## src/rtl/flush_cache.sv

```systemverilog
// -----------------------------------------------------------------------------
// flush_cache
//
// Copies a w x h block of 32-bit words from a small internal RAM (addressed
// {line, col}) to external memory over a Wishbone master port.  Each word
// takes a READ / LATCH / WRITE sequence.  The bus is locked (CYC/LOCK held)
// for the whole flush.  When both dimensions are non-zero, a flush takes
// 3*w*h+2 cycles from go to the flush_done pulse.  A zero dimension completes
// without any bus traffic.
//
// Optional feature macro: FLUSH_CACHE_ERR_EN
//   When defined, adds p_wb_ERR_I and flush_err.  An ERR during a write
//   aborts the flush.  flush_err and flush_done then pulse together.
//
// Ports
//   clk, RST            clock, asynchronous active-high reset
//   im_addr             external byte base address of the destination area
//   cache_w_I/cache_h_I block width / height in words
//   go / flush_done     start request / one-cycle completion pulse
//   ram_addr            internal RAM address {line, col}
//   ram_data_I          internal RAM data, valid one cycle after ram_addr
//   p_wb_*              Wishbone master (write-only, single-word cycles)
//   p_wb_ERR_I/flush_err  bus error input / error pulse (FLUSH_CACHE_ERR_EN)
// -----------------------------------------------------------------------------
module flush_cache #(
    parameter int ADDR_SIZE_W = 5,
    parameter int ADDR_SIZE_H = 1,
    parameter int DATA_SIZE   = 32
) (
    input  logic                             clk,
    input  logic                             RST,
    input  logic [31:0]                      im_addr,
    input  logic [ADDR_SIZE_W:0]             cache_w_I,
    input  logic [ADDR_SIZE_H:0]             cache_h_I,
    input  logic                             go,
    output logic                             flush_done,
    output logic [ADDR_SIZE_W+ADDR_SIZE_H-1:0] ram_addr,
    input  logic [DATA_SIZE-1:0]             ram_data_I,
    output logic [31:0]                      p_wb_DAT_O,
    input  logic                             p_wb_ACK_I,
    output logic                             p_wb_STB_O,
    output logic                             p_wb_CYC_O,
    output logic                             p_wb_LOCK_O,
    output logic                             p_wb_WE_O,
    output logic [3:0]                       p_wb_SEL_O,
    output logic [31:0]                      p_wb_ADR_O
`ifdef FLUSH_CACHE_ERR_EN
    ,
    input  logic                             p_wb_ERR_I,
    output logic                             flush_err
`endif
);

    localparam logic [2:0] IDLE  = 3'd0;
    localparam logic [2:0] READ  = 3'd1;
    localparam logic [2:0] LATCH = 3'd2;
    localparam logic [2:0] WRITE = 3'd3;
    localparam logic [2:0] DONE  = 3'd4;

    // Running word index wide enough for the largest w*h product.
    localparam int WORD_W = ADDR_SIZE_W + ADDR_SIZE_H + 2;
    localparam int PAD_W  = 32 - WORD_W - 2;

    localparam logic [ADDR_SIZE_W:0] ONE_COL  = {{ADDR_SIZE_W{1'b0}}, 1'b1};
    localparam logic [ADDR_SIZE_H:0] ONE_LINE = {{ADDR_SIZE_H{1'b0}}, 1'b1};
    localparam logic [WORD_W-1:0]    ONE_WORD = {{(WORD_W-1){1'b0}}, 1'b1};

    logic [2:0]             state_r;
    logic [31:0]            base_r;
    logic [ADDR_SIZE_W:0]   w_r;
    logic [ADDR_SIZE_H:0]   h_r;
    logic [ADDR_SIZE_W:0]   col_r;
    logic [ADDR_SIZE_H:0]   line_r;
    logic [WORD_W-1:0]      word_r;

    logic [ADDR_SIZE_W:0]   next_col_s;
    logic [ADDR_SIZE_H:0]   next_line_s;
    logic                   last_col_s;
    logic                   last_word_s;

    // Position of the word after the current one (column wraps into next line).
    always_comb begin
        last_col_s  = (col_r == (w_r - ONE_COL));
        last_word_s = last_col_s && (line_r == (h_r - ONE_LINE));
        next_col_s  = col_r + ONE_COL;
        next_line_s = line_r;
        if (last_col_s) begin
            next_col_s  = {(ADDR_SIZE_W+1){1'b0}};
            next_line_s = line_r + ONE_LINE;
        end else begin
            next_line_s = line_r;
        end
    end

    // Flush sequencer; every output is a register so reset clears it at once.
    always_ff @(posedge clk or posedge RST) begin
        if (RST) begin
            state_r     <= IDLE;
            base_r      <= 32'h0000_0000;
            w_r         <= {(ADDR_SIZE_W+1){1'b0}};
            h_r         <= {(ADDR_SIZE_H+1){1'b0}};
            col_r       <= {(ADDR_SIZE_W+1){1'b0}};
            line_r      <= {(ADDR_SIZE_H+1){1'b0}};
            word_r      <= {WORD_W{1'b0}};
            ram_addr    <= {(ADDR_SIZE_W+ADDR_SIZE_H){1'b0}};
            flush_done  <= 1'b0;
            p_wb_DAT_O  <= 32'h0000_0000;
            p_wb_ADR_O  <= 32'h0000_0000;
            p_wb_STB_O  <= 1'b0;
            p_wb_CYC_O  <= 1'b0;
            p_wb_LOCK_O <= 1'b0;
            p_wb_WE_O   <= 1'b0;
            p_wb_SEL_O  <= 4'h0;
`ifdef FLUSH_CACHE_ERR_EN
            flush_err   <= 1'b0;
`endif
        end else begin
            case (state_r)
                IDLE: begin
                    flush_done <= 1'b0;
`ifdef FLUSH_CACHE_ERR_EN
                    flush_err  <= 1'b0;
`endif
                    if (go) begin
                        if ((cache_w_I != {(ADDR_SIZE_W+1){1'b0}}) &&
                            (cache_h_I != {(ADDR_SIZE_H+1){1'b0}})) begin
                            base_r   <= im_addr;
                            w_r      <= cache_w_I;
                            h_r      <= cache_h_I;
                            col_r    <= {(ADDR_SIZE_W+1){1'b0}};
                            line_r   <= {(ADDR_SIZE_H+1){1'b0}};
                            word_r   <= {WORD_W{1'b0}};
                            ram_addr <= {(ADDR_SIZE_W+ADDR_SIZE_H){1'b0}};
                            state_r  <= READ;
                        end else begin
                            state_r  <= DONE;
                        end
                    end else begin
                        state_r <= IDLE;
                    end
                end
                // ram_addr was set on entry; RAM data appears during LATCH.
                READ: begin
                    state_r <= LATCH;
                end
                LATCH: begin
                    p_wb_DAT_O  <= ram_data_I;
                    // Word offset scaled to bytes; the add wraps modulo 2^32.
                    p_wb_ADR_O  <= base_r + {{PAD_W{1'b0}}, word_r, 2'b00};
                    p_wb_STB_O  <= 1'b1;
                    p_wb_CYC_O  <= 1'b1;
                    p_wb_LOCK_O <= 1'b1;
                    p_wb_WE_O   <= 1'b1;
                    p_wb_SEL_O  <= 4'hF;
                    state_r     <= WRITE;
                end
                WRITE: begin
`ifdef FLUSH_CACHE_ERR_EN
                    // ERR wins over a simultaneous ACK.
                    if (p_wb_ERR_I) begin
                        p_wb_STB_O  <= 1'b0;
                        p_wb_CYC_O  <= 1'b0;
                        p_wb_LOCK_O <= 1'b0;
                        p_wb_WE_O   <= 1'b0;
                        p_wb_SEL_O  <= 4'h0;
                        flush_err   <= 1'b1;
                        flush_done  <= 1'b1;
                        state_r     <= IDLE;
                    end else
`endif
                    if (p_wb_ACK_I) begin
                        p_wb_STB_O <= 1'b0;
                        p_wb_WE_O  <= 1'b0;
                        p_wb_SEL_O <= 4'h0;
                        word_r     <= word_r + ONE_WORD;
                        if (last_word_s) begin
                            p_wb_CYC_O  <= 1'b0;
                            p_wb_LOCK_O <= 1'b0;
                            state_r     <= DONE;
                        end else begin
                            col_r    <= next_col_s;
                            line_r   <= next_line_s;
                            ram_addr <= {next_line_s[ADDR_SIZE_H-1:0],
                                         next_col_s[ADDR_SIZE_W-1:0]};
                            state_r  <= READ;
                        end
                    end else begin
                        // Wait state: hold every bus signal.
                        state_r <= WRITE;
                    end
                end
                DONE: begin
                    flush_done <= 1'b1;
                    state_r    <= IDLE;
                end
                default: begin
                    state_r <= IDLE;
                end
            endcase
        end
    end

endmodule

```

## config.mk

```make
export PLATFORM = sky130hd
export DESIGN_NAME = flush_cache
export DESIGN_NICKNAME = d
export VERILOG_FILES = /design/src/rtl/flush_cache.sv
export SDC_FILE = /design/constraint.sdc
export NUM_CORES = 1
export LEC_CHECK = 0
export ABC_AREA = 0
export ABC_CLOCK_PERIOD_IN_PS = 5900
export CORE_UTILIZATION = 49
export DETAILED_ROUTE_END_ITERATION = 10
export PLACE_DENSITY = 0.86
export SLEW_MARGIN = 20
export SYNTH_ARGS = -nofsm -noshare
export SYNTH_HDL_FRONTEND = slang
export SYNTH_SLANG_ARGS = --single-unit
```

## constraint.sdc

```tcl
create_clock -name clk -period 5.9 [get_ports clk]
set_input_delay 1.18 -clock clk [delete_from_list [all_inputs] [get_ports clk]]
set_output_delay 1.18 -clock clk [all_outputs]
set_load 0.02 [all_outputs]
```

* Word-level counts from Yosys, hierarchy flattened
Index checks and enable logic that the tools add are counted.
** Operators by class
- Equal/unequal tests :: 12
- Add/subtract/negate cells :: 6
- Multiplexer cells :: 32
- Reduce and logical (&&, ||, !) cells :: 14
** Operator list (count)
- $mux 6 :: 7
- $add 32x10->32 :: 1
- $mux 8 :: 3
- $pmux 6 s2 :: 2
- $pmux 8 s2 :: 1
- $mux 3 :: 4
- $ne 2x2->1 const B :: 6
- $pmux 3 s4 :: 1
- $mux 2 :: 5
- $add 8x1->8 const B :: 1
- $pmux 4 s2 :: 1
- $reduce_bool 2->1 :: 4
- $add 6x1->6 const B :: 1
- $eq 3x2->1 const B :: 2
- $eq 6x6->1 :: 1
- $pmux 1 s2 :: 3
- $reduce_and 3->1 :: 2
- $reduce_and 6->1 :: 1
- $reduce_bool 6->1 :: 1
- $sub 6x1->6 const B :: 1
- $reduce_and 5->1 :: 1
- $mux 4 :: 1
- $pmux 2 s2 :: 1
- $reduce_and 4->1 :: 1
- 9 further kinds :: 12
** Storage, ports and cells
- Register bits after elaboration :: 136
- Output and inout port bits :: 79
- Bits of input ports :: 76

* Longest topological paths before layout
- Depth in word-level cells :: 6
- Mapped depth :: 10
- Depth with buffers taken out :: 9

* Least setup slack after synthesis
Ideal clock, no wire load.
- Path kind :: input -> register
- Start point :: input go
- End point :: register base_r[10]
- Setup slack :: 3209 ps
- Setup time :: 125 ps
- Cell stages on the path :: 4
- Arrival time :: 2567 ps
- Path through :: or4b_1 > a211oi_4 > buf_2 > mux2_2
** On the way
- Longest elaborated chain between the ends :: 1
** Ends and longest elaborated chain
- start, declared :: RTL line 35 : input logic go,
- $reduce_and 3->1 (no source line)
- end signal, assigned :: RTL line 127 : base_r <= im_addr;
- end, declared :: RTL line 69 : logic [31:0] base_r;
No other way between the ends.
A chain may end at the register's enable or synchronous reset.

* Final worst setup path
- Start point :: input cache_w_I[3]
- End point :: register ram_addr[4]
** On the way
- Longest elaborated chain between the ends :: 4
** Ends and longest elaborated chain
- start, declared :: RTL line 33 : input logic [ADDR_SIZE_W:0] cache_w_I,
- $reduce_bool 6->1 :: RTL line 125 : if ((cache_w_I != {(ADDR_SIZE_W+1){1'b0}}) &&
- $logic_and 1x1->1 :: RTL line 125
- $ne 2x2->1 (no source line)
- $reduce_and 5->1 (no source line)
- end signal, assigned :: RTL line 105 : ram_addr <= {(ADDR_SIZE_W+ADDR_SIZE_H){1'b0}};
- end signal, assigned :: RTL line 133 : ram_addr <= {(ADDR_SIZE_W+ADDR_SIZE_H){1'b0}};
- end signal, assigned :: RTL line 183 : ram_addr <= {next_line_s[ADDR_SIZE_H-1:0],
- end, declared :: RTL line 37 : output logic [ADDR_SIZE_W+ADDR_SIZE_H-1:0] ram_addr,
No other way between the ends.

==> impl_metrics.sql <==
INSERT INTO impl_metrics (metric_group, metric, value, unit) VALUES
('drt', 'post_dr_vias_cell', '5.49', ''),
('timing', 'final.setup_skew', '0.00516', 'ns'),
('final_layout', 'num-fill-cells', '841', ''),
('yosys', 'yosys.cell_types.count', '47', ''),
('critical_path', 'timing.critical_path.required', '6.20', 'ns'),
('timing', 'setup-violations-final', '0', ''),
('final_layout', 'final_design_area_no_fill', '0.00814', 'mm²'),
('clocking', 'clkSlewWorstSetupHoldPaths', '0.06', 'ns'),
('final_layout', 'fraction_of_final_layout_cells_with_drive_strength_greater_than_1', '0.104', ''),
('global_route', 'antenna_found_initial', '0', ''),
('critical_path', 'worst_r2r_startpoint', 'word_r[0]', ''),
('yosys', 'synth_sequential_area_ratio', '0.527', ''),
('worst_hold_path', 'min-delay-start', 'base_r[0]', ''),
('placement', 'port-buffer-count', '154', ''),
('global_route', 'first_global_vias', '5046', ''),
('yosys', 'ys_ff_latch', '126', ''),
('yosys', 'synth-edff-count', '0', ''),
('timing', 'worst_slew_pin_slew', '0.960', 'ns'),
('drt', 'detail_route.wl_per_cell', '16.4', 'µm'),
('critical_path', 'crit_buf_inv', '1', ''),
('critical_path', 'max_fo_critical_path', '19', ''),
('yosys', 'synthFlopType', 'dfrtp_1', ''),
('drt', 'drc', '0', ''),
('die', 'die_area', '0.0127', 'mm²'),
('timing', 'maxClockFrequency', '314', 'MHz'),
('drt', 'antenna_left', '0', ''),
('final_layout', 'area_delta_synth_final', '36.0', '%'),
('critical_path', 'crit_path_end_kind', 'register', ''),
('final_layout', 'nNetsFinal', '828', ''),
('clocking', 'cts.hold.buffers_added', '0', ''),
('clocking', 'numCtsBuffers', '17', ''),
('drt', 'detailroute.via_count', '4919', ''),
('global_route', 'grt_start_max_net_pins', '87', ''),
('drt', 'route.final.wire_length', '14700', 'µm'),
('worst_hold_path', 'worst_hold_check_path_type', 'register to register', ''),
('global_route', 'overall_overflow_remaining_after_global_route', '0', ''),
('timing', 'timing.final.crit_period', '3.18', 'ns'),
('run_status', 'outcome', 'finished, final reports clean', ''),
('placement', 'placed_cell_area', '0.00755', 'mm²'),
('critical_path', 'rr_worst_depth', '9', ''),
('critical_path', 'crit-reg2reg-capture', 'p_wb_ADR_O[28]', ''),
('critical_path', 'critical_path.startpoint_type', 'input pin', ''),
('yosys', 'synthArstFlopShare', '1.00', ''),
('timing', 'post-route-period-util', '0.539', ''),
('clocking', 'clock_insertion_delay_worst_skew', '0.42', 'ns'),
('critical_path', 'critPathLaunch', 'cache_w_I[3]', ''),
('die', 'start_util', '0.513', ''),
('critical_path', 'setup.reg_to_reg.worst_slack', '3.33', 'ns'),
('power', 'power.ir.vdd_worst', '359', 'µV'),
('power', 'finalPower', '0.00462', 'W'),
('power', 'total_leakage_power', '3.66', 'nW'),
('clocking', 'clock_tree_from_tritoncts', 'yes', ''),
('timing', 'slew_violations', '0', ''),
('clocking', 'post_cts.resized_instances', '0', ''),
('clocking', 'post-cts-setup-buffers', '0', ''),
('drt', 'dr.first_iter.drc_count', '315', ''),
('critical_path', 'crit_path_max_incr_delay', '0.62', 'ns'),
('placement', 'hpwlAfterDp', '10200', 'µm'),
('clocking', 'htreeDepth', '4', ''),
('critical_path', 'worst_ep_arrival_time', '3.48', 'ns'),
('final_layout', 'finish.utilization', '0.698', ''),
('yosys', 'synth.yosys.warnings', '0', ''),
('power', 'power.density', '567', 'mW/mm²'),
('flow_run', 'maximum_capacitance_violations', '0', ''),
('clocking', 'cts_root_buffer', 'clkbuf_16', ''),
('yosys', 'average_instance_area_after_synthesis', '9.94', 'µm²'),
('critical_path', 'worst-setup-path-type', 'input pin to register', ''),
('clocking', 'clkSinkCount', '126', ''),
('critical_path', 'critPathSlowestCell', 'nor4_1', ''),
('die', 'top_level_ports', '155', ''),
('critical_path', 'most_frequent_cp_cell', 'nor4_1', '');
## report_power, final
part	total, W	switching (W)	internal, W	leakage, nW
combinational	0.00197	0.00105	0.000914	1.82
clock	0.00104	0.000375	0.000670	0.289
sequential	0.00160	0.000343	0.00126	1.55
## synth_stat cells, types with 6 or more instances
cell,number,area share
nand2_1,161,0.10
xnor2_1,8,0.012
nor2_1,18,0.011
xor2_1,31,0.045
a21oi_1,7,0.0059
buf_4,12,0.015
ha_1,11,0.023
o21ai_0,44,0.037
nand3_1,17,0.014
inv_1,9,0.0056
buf_2,6,0.0050
and3_1,10,0.010
clkbuf_1,22,0.014
mux2_2,37,0.070
nand4_1,7,0.0073
nor3_1,9,0.0075
dfrtp_1,126,0.53
o211ai_1,6,0.0075
## worst max path at each step
stage	end	cells past startpoint	slack, ns
finish	ram_addr[4]	7	2.72
global route	ram_addr[4]	7	2.51
CTS	word_r[7]	7	2.72
floorplan	base_r[0]	1	1.36
detailed placement	word_r[7]	7	2.27
global placement	word_r[7]	7	2.32
## logic make-up after synthesis
group,share of synthesized area
flops,0.527
buf+inv,0.0395
mux,0.0763
compound gates,0.0956
simple gates,0.178
fa+ha+maj,0.0263
xor+xnor,0.0571
## area by class of cell
type / instances / area, µm² / share of cell area
Sequential cell: 126 / 3150 / 0.387
Clock buffer: 20 / 447 / 0.0549
Inverter: 9 / 38.8 / 0.00477
Timing Repair Buffer: 159 / 1580 / 0.194
Tap cell: 143 / 179 / 0.0220
Clock inverter: 12 / 144 / 0.0177
Multi-Input combinational cell: 427 / 2600 / 0.319
## flip-flops by register name, summed over array words and instances (netlist names), 3 cells and up
register and cells:
base_r 32, p_wb_ADR_O 32, p_wb_DAT_O 32, word_r 8, w_r 6, ram_addr 5
state_r 3
## layer usage
| layer | up-vias | track usage | routed length, µm |
|---|---|---|---|
| met1 | 2409 | 0.301 | 5980 |
| met5 | - | 0 | 0 |
| met4 | 0 | 0.0978 | 323 |
| met2 | 163 | 0.439 | 7590 |
| li1 | 2320 | - | - |
| met3 | 27 | 0.0589 | 800 |
## worst min-delay path, delay by kind of cell (launching register included)
| kind | cells | cell delay, ns |
|---|---|---|
| flops | 1 | 0.34 |
| simple gates | 2 | 0.10 |
## metrics by stage
step / worst slack, ns / hold WS (ns) / instances
floorplan: 1.36 / 0.435 / 602
global placement: 2.32 / 0.457 / 864
detailed placement: 2.27 / 0.462 / 864
CTS: 2.72 / 0.475 / 896
global route: 2.51 / 0.490 / 896
finish: 2.72 / 0.466 / 896
## placed cells by master, fill, tap and decap left out, drive strengths merged, types with 11 or more instances in the layout
cell             n
clkbuf          20
xor2            31
o21ai           44
nand2          161
ha              11
nor2            19
mux2            37
nand3           17
clkdlybuf4s50  154
dfrtp          126
Note: power is estimated with default switching activity, not from simulation.
